### config.mk
export PLATFORM = sky130hd
export DESIGN_NAME = fetch_unit
export DESIGN_NICKNAME = d
export VERILOG_FILES = /design/src/rtl/fetch_unit.sv
export SDC_FILE = /design/constraint.sdc
export NUM_CORES = 1
export LEC_CHECK = 0
export BUFFER_PORTS_ARGS = -buffer_cell sky130_fd_sc_hd__buf_2
export CORE_ASPECT_RATIO = 0.5
export CORE_MARGIN = 5
export CORE_UTILIZATION = 55
export DETAILED_ROUTE_END_ITERATION = 8
export GPL_TIMING_DRIVEN = 0
export PLACE_DENSITY_LB_ADDON = 0.12
export SYNTH_ARGS = -nofsm -noshare
export SYNTH_HDL_FRONTEND = slang
export SYNTH_SLANG_ARGS = --single-unit
### constraint.sdc
create_clock -name clk -period 11.2 [get_ports clk]
set_clock_uncertainty 0.05 [all_clocks]
set_input_delay 1.68 -clock clk [delete_from_list [all_inputs] [get_ports clk]]
set_output_delay 1.68 -clock clk [all_outputs]
set_load 0.01 [all_outputs]
### src/rtl/fetch_unit.sv
`default_nettype none
// ============================================================================
// Module      : fetch_unit
// Description : Instruction fetch front end. Issues sequential word fetches
//               to a memory with one cycle of read latency and buffers the
//               returned instructions in a 2-entry FIFO. Decode drains the
//               FIFO through a valid/ready handshake. A branch/jump redirect
//               flushes everything in flight and restarts at the target.
//
// Ports       :
//   clk            in   1   clock, all state updates on the rising edge
//   reset_n        in   1   asynchronous active-low reset
//   fetch_en       in   1   permits new fetch issues
//   imem_addr      out  32  word index {2'b00, fetch_pc[31:2]}
//   imem_req       out  1   current imem_addr is an accepted issue
//   imem_instr     in   32  read data, valid one clock after imem_addr
//   if_valid       out  1   instruction available to decode
//   if_ready       in   1   decode accepts the head instruction
//   if_instr       out  32  instruction at FIFO head
//   if_pc          out  32  byte PC of if_instr
//   redirect_valid in   1   redirect request
//   redirect_pc    in   32  redirect target (bits [1:0] ignored)
//
// Revision    : 1.0  initial release
// ============================================================================

module fetch_unit #(
    parameter logic [31:0] RESET_PC = 32'h0000_0000
) (
    input  logic        clk,
    input  logic        reset_n,
    input  logic        fetch_en,
    output logic [31:0] imem_addr,
    output logic        imem_req,
    input  logic [31:0] imem_instr,
    output logic        if_valid,
    input  logic        if_ready,
    output logic [31:0] if_instr,
    output logic [31:0] if_pc,
    input  logic        redirect_valid,
    input  logic [31:0] redirect_pc
);

    // ------------------------------------------------------------------------
    // Constants and types
    // ------------------------------------------------------------------------
    localparam logic [2:0]  c_fifo_depth = 3'd2;
    localparam logic [31:0] c_pc_step    = 32'd4;

    typedef enum logic [0:0] {
        BOOT = 1'b0,
        RUN  = 1'b1
    } state_t;

    // ------------------------------------------------------------------------
    // State
    // ------------------------------------------------------------------------
    state_t      r_state;
    state_t      w_state_next;

    logic [31:0] r_fetch_pc;
    logic        r_inflight;
    logic [31:0] r_inflight_pc;

    logic [31:0] r_fifo_pc    [0:1];
    logic [31:0] r_fifo_instr [0:1];
    logic        r_rd_ptr;
    logic        r_wr_ptr;
    logic [1:0]  r_count;

    // ------------------------------------------------------------------------
    // Combinational control
    // ------------------------------------------------------------------------
    logic        w_issue;
    logic        w_push;
    logic        w_pop;
    logic [2:0]  w_occupancy;
    logic [31:0] w_redirect_pc_aligned;
    logic        w_unused;

    // Low address bits of the redirect target carry no information for a
    // word-aligned fetch stream.
    assign w_unused              = ^redirect_pc[1:0];
    assign w_redirect_pc_aligned = {redirect_pc[31:2], 2'b00};

    // A redirect hides the head entry so decode never sees a stale
    // instruction in the cycle the flush happens.
    assign if_valid = (r_count != 2'd0) && !redirect_valid;
    assign w_pop    = if_valid && if_ready;

    // Data coming back from the memory is only kept when no redirect is
    // killing it. r_inflight is never set outside RUN.
    assign w_push   = r_inflight && !redirect_valid;

    // Occupancy the FIFO will have once this cycle's pop and next cycle's
    // push of the in-flight word are accounted for. Issuing only while this
    // is below the depth guarantees the next push always finds room.
    // A pop implies r_count >= 1, so the subtraction never underflows.
    assign w_occupancy = {1'b0, r_count} + {2'b00, r_inflight} - {2'b00, w_pop};

    // ------------------------------------------------------------------------
    // FSM: state register
    // ------------------------------------------------------------------------
    always_ff @(posedge clk or negedge reset_n) begin
        if (!reset_n) begin
            r_state <= BOOT;
        end else begin
            r_state <= w_state_next;
        end
    end

    // ------------------------------------------------------------------------
    // FSM: next state and issue decision
    // ------------------------------------------------------------------------
    always_comb begin
        w_state_next = r_state;
        w_issue      = 1'b0;
        case (r_state)
            BOOT: begin
                // One idle cycle after reset release, no issue.
                w_state_next = RUN;
            end
            RUN: begin
                w_issue = fetch_en && !redirect_valid && (w_occupancy < c_fifo_depth);
            end
            default: begin
                w_state_next = BOOT;
            end
        endcase
    end

    assign imem_req  = w_issue;
    assign imem_addr = {2'b00, r_fetch_pc[31:2]};

    // ------------------------------------------------------------------------
    // Fetch PC and in-flight tracking
    // ------------------------------------------------------------------------
    always_ff @(posedge clk or negedge reset_n) begin
        if (!reset_n) begin
            r_fetch_pc    <= RESET_PC;
            r_inflight    <= 1'b0;
            r_inflight_pc <= RESET_PC;
        end else if (redirect_valid) begin
            // In BOOT nothing is in flight, so this only moves fetch_pc.
            r_fetch_pc <= w_redirect_pc_aligned;
            r_inflight <= 1'b0;
        end else begin
            r_inflight <= w_issue;
            if (w_issue) begin
                // Plain 32-bit add: FFFF_FFFC wraps to 0.
                r_fetch_pc    <= r_fetch_pc + c_pc_step;
                r_inflight_pc <= r_fetch_pc;
            end
        end
    end

    // ------------------------------------------------------------------------
    // FIFO pointers and count
    // ------------------------------------------------------------------------
    always_ff @(posedge clk or negedge reset_n) begin
        if (!reset_n) begin
            r_rd_ptr <= 1'b0;
            r_wr_ptr <= 1'b0;
            r_count  <= 2'd0;
        end else if (redirect_valid) begin
            r_rd_ptr <= 1'b0;
            r_wr_ptr <= 1'b0;
            r_count  <= 2'd0;
        end else begin
            if (w_push) begin
                r_wr_ptr <= ~r_wr_ptr;
            end
            if (w_pop) begin
                r_rd_ptr <= ~r_rd_ptr;
            end
            r_count <= r_count + {1'b0, w_push} - {1'b0, w_pop};
        end
    end

    // ------------------------------------------------------------------------
    // FIFO storage. Payload needs no reset: r_count gates its visibility.
    // ------------------------------------------------------------------------
    always_ff @(posedge clk) begin
        if (w_push) begin
            r_fifo_pc[r_wr_ptr]    <= r_inflight_pc;
            r_fifo_instr[r_wr_ptr] <= imem_instr;
        end
    end

    assign if_pc    = r_fifo_pc[r_rd_ptr];
    assign if_instr = r_fifo_instr[r_rd_ptr];

    // ------------------------------------------------------------------------
    // The issue rule must never let the memory return into a full FIFO.
    // ------------------------------------------------------------------------
`ifndef SYNTHESIS
    a_no_push_when_full : assert property (
        @(posedge clk) disable iff (!reset_n)
        !(w_push && (r_count == 2'd2))
    ) else $error("fetch_unit: push into full FIFO");
`endif

endmodule

`default_nettype wire

# After elaboration in Yosys (flattened, before gate mapping)
# Memory sizes are Yosys's and may differ from the RTL's.
# Cells that the tools add are included.
word_totals:
  ramBits: 128
  word_cells: 40
  in_bits: 69
  ff_bits: 70
  output_inout_bits: 98
  mem_count: 2
mem_list:
  columns: ["memory", "words", "width", "rd", "rd_clocked_by_memory_dff", "write_ports", "line_no", "rtl"]
  rows:
  - ["r_fifo_instr", 2, 32, 1, 0, 1, "66", "logic [31:0] r_fifo_instr [0:1];"]
  - ["r_fifo_pc", 2, 32, 1, 0, 1, "65", "logic [31:0] r_fifo_pc [0:1];"]
op_classes:
  add_sub_neg: 5
  bitwise: 3
  n_lt_le_gt_ge: 1
  muxes: 11
  n_reduce_logical: 11
ops:
  columns: ["operator", "n"]
  rows:
  - ["32-bit two-way mux", 2]
  - ["32-bit by 3-bit adder with 32-bit output, second input constant", 1]
  - ["1-bit two-way mux", 8]
  - ["2-bit nonzero test", 4]
  - ["1-bit logical AND", 5]
  - ["2-bit by 1-bit adder with 3-bit output", 1]
  - ["3-bit by 2-bit < comparator with 1-bit output, second input constant", 1]
  - ["1-bit inverter", 3]
  - ["3-bit by 1-bit subtractor with 3-bit output", 1]
  - ["2-bit by 1-bit adder with 2-bit output", 1]
  - ["2-bit two-way mux", 1]
  - ["2-bit AND reduction", 1]
  - ["2-bit by 1-bit subtractor with 2-bit output", 1]
  - ["1-bit zero test", 1]

# Depth between registers and ports, before layout
# Gate-level depths: netlist (run 1).
depth:
  word_depth: 9
  depth_mapped: 15
  depth_no_buf: 13

# Least setup slack after synthesis (run 1)
# Ideal clock, no wire load.
synth_path:
  path_type: "input -> output"
  startpoint: "in redirect_valid"
  endpoint: "out imem_req"
  path_stages: 13
  arrival_time_ns: 4.125
  setup_slack_ns: 5.345
  path_buffers: 4
  path_cell_list: "clkbuf_1 -> nor2_1 -> nand2_1 -> inv_1 -> ha_1 -> nand2b_1 -> fa_1 -> nand4b_4 -> or2_1 -> inv_2 -> buf_4 -> buf_2 -> buf_2"
synth_via:
  elab_chain_len: 7
synth_rtl:
  columns: ["item", "line_no", "rtl"]
  rows:
  - ["start, declared", "40", "input logic redirect_valid,"]
  - ["1-bit zero test", "88", "assign if_valid = (r_count != 2'd0) && !redirect_valid;"]
  - ["1-bit logical AND", "88", null]
  - ["net if_valid", "36", "output logic if_valid,"]
  - ["1-bit logical AND", "89", "assign w_pop = if_valid && if_ready;"]
  - ["3-bit by 1-bit subtractor with 3-bit output", "99", "assign w_occupancy = {1'b0, r_count} + {2'b00, r_inflight} - {2'b00, w_pop};"]
  - ["3-bit by 2-bit < comparator with 1-bit output", "124", "w_issue = fetch_en && !redirect_valid && (w_occupancy < c_fifo_depth);"]
  - ["1-bit logical AND", "124", null]
  - ["1-bit two-way mux", "118", "case (r_state)"]
  - ["end, declared", "34", "output logic imem_req,"]
# The timed path passes the listed nets, and every way through them passes these cells.

# Worst setup path in the final report (run 1)
layout_path:
  startpoint: "in redirect_valid"
  endpoint: "out imem_req"
layout_via:
  elab_chain_len: 7
layout_rtl:
  columns: ["item", "line_no"]
  rows:
  - ["1-bit zero test *", "88, 124"]
  - ["1-bit logical AND", "88"]
  - ["1-bit logical AND", "89"]
  - ["3-bit by 1-bit subtractor with 3-bit output", "99"]
  - ["3-bit by 2-bit < comparator with 1-bit output", "124"]
  - ["1-bit logical AND *", "124"]
  - ["1-bit two-way mux *", "118"]
# Every way passes the cells marked *; elsewhere a longest branch is shown, timed or not.

==> run summary, run 1 <==
Worst Reg-to-Reg Cells - 14
I/O pins - 167
Synth top area share - 0.4785
Critical Path Sink - imem_req
async set or reset register ratio after synthesis - 0.3474
FMAX - 144.9 MHz
# hold bufs at CTS - 0
Slew HR - 0.4062
die area - 16770 um^2
Hold/Removal Path Class - reg2reg
row cnt - 30
DR vias/cell - 5.577
Syn Area/Cell - 13.65 um^2
Yosys reg bits - 190
unrepaired setup endpoints after global routing - no
critical path type - in2out
TritonCTS Buffers - 17
post-CTS setup buffer count - 0
initial antenna violation count - 0
Post-Route Setup TNS - 0 ps
PwrDens - 172.5 nW/um^2
Root Buffer - clkbuf_16
Non-Filler Instances - 960
largest net degree at the start of global routing - 67
nets@finish - 829
Clk pin slew, worst setup/hold paths - 70 ps
Slew Viols, Final - 0
Yosys cell types - 51
Max-Cap Viols - 0
Placed Cells incl. Taps - 928
Initial Utilization - 0.5680
Die Width - 178.2 um
Post-DP HPWL - 12.57 mm
Worst setup startpoint - redirect_valid
Worst-Skew Late Latency - 420 ps
Pre-Repair DR Iteration Count - 5
# setup viols final - 0
total gr overflow - 0
Synth area leaders - edfxtp_1 (48%), dfrtp_1 (21%), mux2_2 (9.0%), nand2_1 (6.1%), nand3_1 (1.1%)
crit start category - input port
via count - 5354
GR Util All Layers - 0.2228
Worst EP arrival - 5170 ps
fin crit share - 0.6162
Area Overhead vs Synth - 22.27%
Port Buffer Count - 160
Post-synth EDFFs - 124
layout cells sized above 1 - 0.3672
Max H-tree Level - 4
drt drc - 0
number of DRC markers in iteration 0 - 491
Worst Path Required - 9470 ps
WL/cell - 19.04 um
synth cell count leaders - nand2_1 (127), edfxtp_1 (124), dfrtp_1 (66)
n_diodes - 0
worst reg2reg path startpoint - r_count[1]
Pleak - 0.003953 uW
Syn Inst Count - 570
CTS tree - yes
post_cts resized - 0
vias in the first global route - 5380
Mapped Area - 7782 um^2
Synth area leader - edfxtp_1
dominant synthesized flop cell - edfxtp_1
first-pass GRT wire length - 28.54 mm
Final Wtd Congestion - 0.8565
clock sink total - 190
top-count cell post-synth - nand2_1
CTS max path bufs - 2
Core Region - 13700 um^2
flop2flop setup slack - 7510 ps
Least-Margin Pin Slew - 890.7 ps
status - completed
Reg-to-Reg End - r_fetch_pc[14]
CP max FO - 10
Hold Fails Final Rpt - 0
Synth Warn # - 0
peak supply drop - 86.18 uV
register area share after synthesis - 0.6907
Final min period - 6901 ps
die height - 94.12 um
Detail Route Antenna Nets - 0
Worst setup EP type - primary output
final wirelength - 18.28 mm
[logic make-up after synthesis]
kind of cell               count (synthesis)  synth area share
muxes                                     64           0.09228
AOI/OAI and AO/OA                         58           0.05241
xor gates and xnor gates                   7          0.007878
other                                      2         0.0009650
DFF                                      190            0.6907
and+or+nand+nor                          208            0.1259
adders and majority gates                  5          0.009004
buffers and inverters                     36           0.02090
[layout make-up]
type	count	area, um^2
Sequential cell	190	5375
Fill cell	1002	4185
Multi-Input combinational cell	347	2268
Timing Repair Buffer	163	870.8
Clock buffer	18	429.2
Tap cell	192	240.2
Clock inverter	14	168.9
Buffer	27	128.9
Inverter	9	33.78
[where the power goes]
group	switching (uW)	leakage (uW)	total (uW)	internal [uW]
Clock	284	0.000293	605	321
Sequential	48.2	0.00195	865	816
Combinational	99.0	0.00171	172	72.5
[flip-flops by register name (all words and copies together), names as in the netlist]
register,flops
r_fetch_pc,30
r_wr_ptr,1
r_count,2
r_inflight_pc,30
r_inflight,1
r_rd_ptr,1
r_state,1
r_fifo_pc,60
r_fifo_instr,64
[how the worst min path moves through the flow]
stage               slack, ps                to  cells past startpoint         startpoint
floorplan                 390  r_fifo_pc[0][10]                      0  r_inflight_pc[10]
global placement          400   r_fifo_pc[1][7]                      0   r_inflight_pc[7]
detailed placement        400  r_fifo_pc[1][26]                      0  r_inflight_pc[26]
CTS                       420  r_fifo_pc[0][26]                      0  r_inflight_pc[26]
global route              440  r_fifo_pc[1][31]                      0  r_inflight_pc[31]
finish                    420  r_fifo_pc[0][31]                      0  r_inflight_pc[31]
[metal layers]
| layer | global-route usage | vias to the layer above | part of all wire |
|---|---|---|---|
| met5 | 0 | - | 0 |
| li1 | - | 2452 | - |
| met1 | 0.3121 | 2627 | 0.43 |
| met4 | 0.06892 | 0 | 0.016 |
| met3 | 0.05147 | 29 | 0.10 |
| met2 | 0.3508 | 246 | 0.46 |
[worst max-delay path, cell delays in order]
cell and delay (ps):
buf_2 120, clkbuf_1 420, nor2_1 140, nand2_1 210, inv_1 90, ha_1 280, nand2b_1 160, fa_1 550
nand4b_4 160, or2_1 300, inv_2 90, buf_4 190, buf_2 280, buf_2 300, buf_2 190
[placed cells by master (no fill, tap or decap), types with 3 or more instances in the layout]
master / count
o21ai_0: 15
buf_2: 166
or3_1: 4
xor2_1: 4
inv_8: 4
conb_1: 5
clkinv_4: 3
buf_1: 3
clkbuf_16: 17
a21o_1: 4
nor3_4: 3
buf_4: 6
nand3_1: 17
dfrtp_1: 66
xnor2_1: 3
a31oi_1: 3
mux2_2: 62
a221o_1: 3
a21oi_1: 4
o211ai_1: 9
nor3_1: 6
edfxtp_1: 124
nand2_1: 127
o31ai_1: 3
nor2_1: 19
nand4_1: 10
or4_1: 3
inv_6: 4
clkbuf_1: 13
a32oi_1: 3
inv_1: 8
ha_1: 4
o311ai_0: 7
[metrics by stage]
stage	power, uW	instance area [um^2]	util	hold slack [ps]	setup WS, ps
CTS	1649	9515	0.6945	420.3	4340
global route	1714	9515	0.6945	436.6	4120
floorplan	965.4	7794	-	391.9	5345
finish	1641	9515	0.6945	418.5	4299
detailed placement	1050	8917	0.6509	403.0	4383
global placement	1040	8835	0.6448	395.4	3858
Note: power is estimated with default switching activity, not from simulation.
==> run 2, diff against run 1 <==
--- a/config.mk
+++ b/config.mk
@@ -8,7 +8,7 @@
 export BUFFER_PORTS_ARGS = -buffer_cell sky130_fd_sc_hd__buf_2
 export CORE_ASPECT_RATIO = 0.5
 export CORE_MARGIN = 5
-export CORE_UTILIZATION = 55
+export CORE_UTILIZATION = 54
 export DETAILED_ROUTE_END_ITERATION = 8
 export GPL_TIMING_DRIVEN = 0
 export PLACE_DENSITY_LB_ADDON = 0.12
==> constraint.sdc (replaced) <==
create_clock -name clk -period 6.97 [get_ports clk]
set_clock_uncertainty 0.05 [all_clocks]
set_input_delay 1.0455 -clock clk [delete_from_list [all_inputs] [get_ports clk]]
set_output_delay 1.0455 -clock clk [all_outputs]
set_load 0.01 [all_outputs]
==> run summary, run 2 (synthesis results as in run 1) <==
I/O pins - 167
most frequent cells in the layout - buf_2 (166), nand2_1 (127), edfxtp_1 (124), dfrtp_1 (66), mux2_2 (62)
total chip power - 2623 uW
Placed Cells incl. Taps - 934
status - completed
nets@finish - 829
crit-path cells - buf_2 > clkbuf_1 > nor2_1 > nand2_1 > inv_1 > ha_1 > nand2b_1 > fa_1 > nand4b_4 > or2_1 > inv_2 > buf_4 > buf_2 > buf_2 > buf_2
vias in the first global route - 5198
CP max FO - 10
initial antenna violation count - 0
register area - 5375 um^2
first-pass GRT wire length - 28.45 mm
most common cell after layout, fill and taps aside - buf_2
# hold bufs at CTS - 0
fin crit share - 0.7956
die height - 94.89 um
Worst Reg-to-Reg Cells - 14
delay-heaviest family, CP - buffers and inverters
Root Buffer - clkbuf_16
Hold Path Depth - 0
Least-Margin Pin Slew - 916.6 ps
final wirelength - 18.05 mm
number of DRC markers in iteration 0 - 435
Fillers - 1133
flop2flop setup slack - 3370 ps
worst reg2reg path startpoint - r_count[1]
Hold/Removal Path Class - reg2reg
critical path type - in2out
Worst Path Required - 5870 ps
Worst-Skew Late Latency - 430 ps
Final Wtd Congestion - 0.8966
Hold Fails Final Rpt - 0
Reg-to-Reg End - r_fetch_pc[14]
Largest regs - r_fifo_instr x64, r_fifo_pc x60
Port Buffer Count - 160
drt drc - 0
Core Region - 14270 um^2
row cnt - 31
CP dominant cell by count - buf_2
WL/cell - 18.68 um
CTS max path bufs - 2
Clk pin slew, worst setup/hold paths - 70 ps
most flop-heavy register - r_fifo_instr
Pleak - 0.003942 uW
TritonCTS Buffers - 17
unrepaired setup endpoints after global routing - no
Die Width - 179.8 um
Worst setup EP type - primary output
Hold Slack - 419.9 ps
Area Overhead vs Synth - 22.23%
Slew HR - 0.3890
via count - 5324
largest net degree at the start of global routing - 67
Worst EP arrival - 4450 ps
layout cells sized above 1 - 0.3672
WP buf/inv - 8
Max H-tree Level - 4
Post-DP HPWL - 12.39 mm
post-CTS setup buffer count - 0
DR vias/cell - 5.511
Worst path depth - 15
Max-Cap Viols - 0
max FFs per register - 64
PwrDens - 275.7 nW/um^2
crit start category - input port
Initial Utilization - 0.5452
Slew Viols, Final - 0
Detail Route Antenna Nets - 0
n_diodes - 0
Pre-Repair DR Iteration Count - 5
crit path max-delay cell type - fa_1
CTS tree - yes
Post-Route Setup TNS - 0 ps
# setup viols final - 0
Final min period - 5545 ps
die area - 17060 um^2
Critical Path Sink - imem_req
post_cts resized - 0
Worst setup startpoint - redirect_valid
GR Util All Layers - 0.2158
Non-Filler Instances - 966
CP peak stage delay - 540 ps
total gr overflow - 0
FMAX - 180.3 MHz
peak supply drop - 142.3 uV
clock sink total - 190
multi-input logic area - 2268 um^2
## run 2: power breakdown
| part | switching [uW] | internal, uW | total [uW] |
|---|---|---|---|
| Combinational | 158 | 116 | 274 |
| Clock | 474 | 486 | 960 |
| Sequential | 78.0 | 1310 | 1390 |
| Total | 710 | 1910 | 2620 |
## run 2: worst register-to-register path, delay by kind of cell (launching register included)
kind | cells | cell delay, ps
buffers and inverters | 3 | 510
AO/OA/AOI/OAI | 2 | 220
AND/OR/NAND/NOR | 6 | 1280
flip-flops | 1 | 460
adder cells (fa/ha/maj) | 2 | 660
XOR/XNOR | 1 | 300
## run 2: per-layer routing
| layer | track usage | part of all wire | vias up |
|---|---|---|---|
| li1 | - | - | 2450 |
| met1 | 0.3083 | 0.47 | 2659 |
| met2 | 0.3409 | 0.45 | 199 |
| met3 | 0.04925 | 0.070 | 16 |
| met4 | 0.05513 | 0.0094 | 0 |
| met5 | 0 | 0 | - |
## run 2: final cells by class
cell class | count | area share
clock inverter | 14 | 0.01749
multi-input combinational | 347 | 0.2385
timing repair buffer | 163 | 0.09075
tap | 198 | 0.02604
sequential | 190 | 0.5650
inverter | 9 | 0.003551
clock buffer | 18 | 0.04511
buffer | 27 | 0.01355
## run 2: worst min-delay path by stage
stage	start	end
after floorplan	r_inflight_pc[10]	r_fifo_pc[0][10]
after global placement	r_inflight_pc[4]	r_fifo_pc[0][4]
after detailed placement	r_inflight_pc[8]	r_fifo_pc[1][8]
after CTS	r_inflight_pc[11]	r_fifo_pc[1][11]
after global routing	r_inflight_pc[11]	r_fifo_pc[1][11]
final	r_inflight_pc[11]	r_fifo_pc[1][11]
## run 2: through the flow
| step | util | instance area (um^2) | worst slack [ps] |
|---|---|---|---|
| after floorplan | - | 7794 | 2318 |
| after global placement | 0.6195 | 8842 | 134.2 |
| after detailed placement | 0.6247 | 8917 | 1505 |
| after CTS | 0.6665 | 9513 | 1470 |
| after global routing | 0.6665 | 9513 | 1187 |
| final | 0.6665 | 9513 | 1425 |
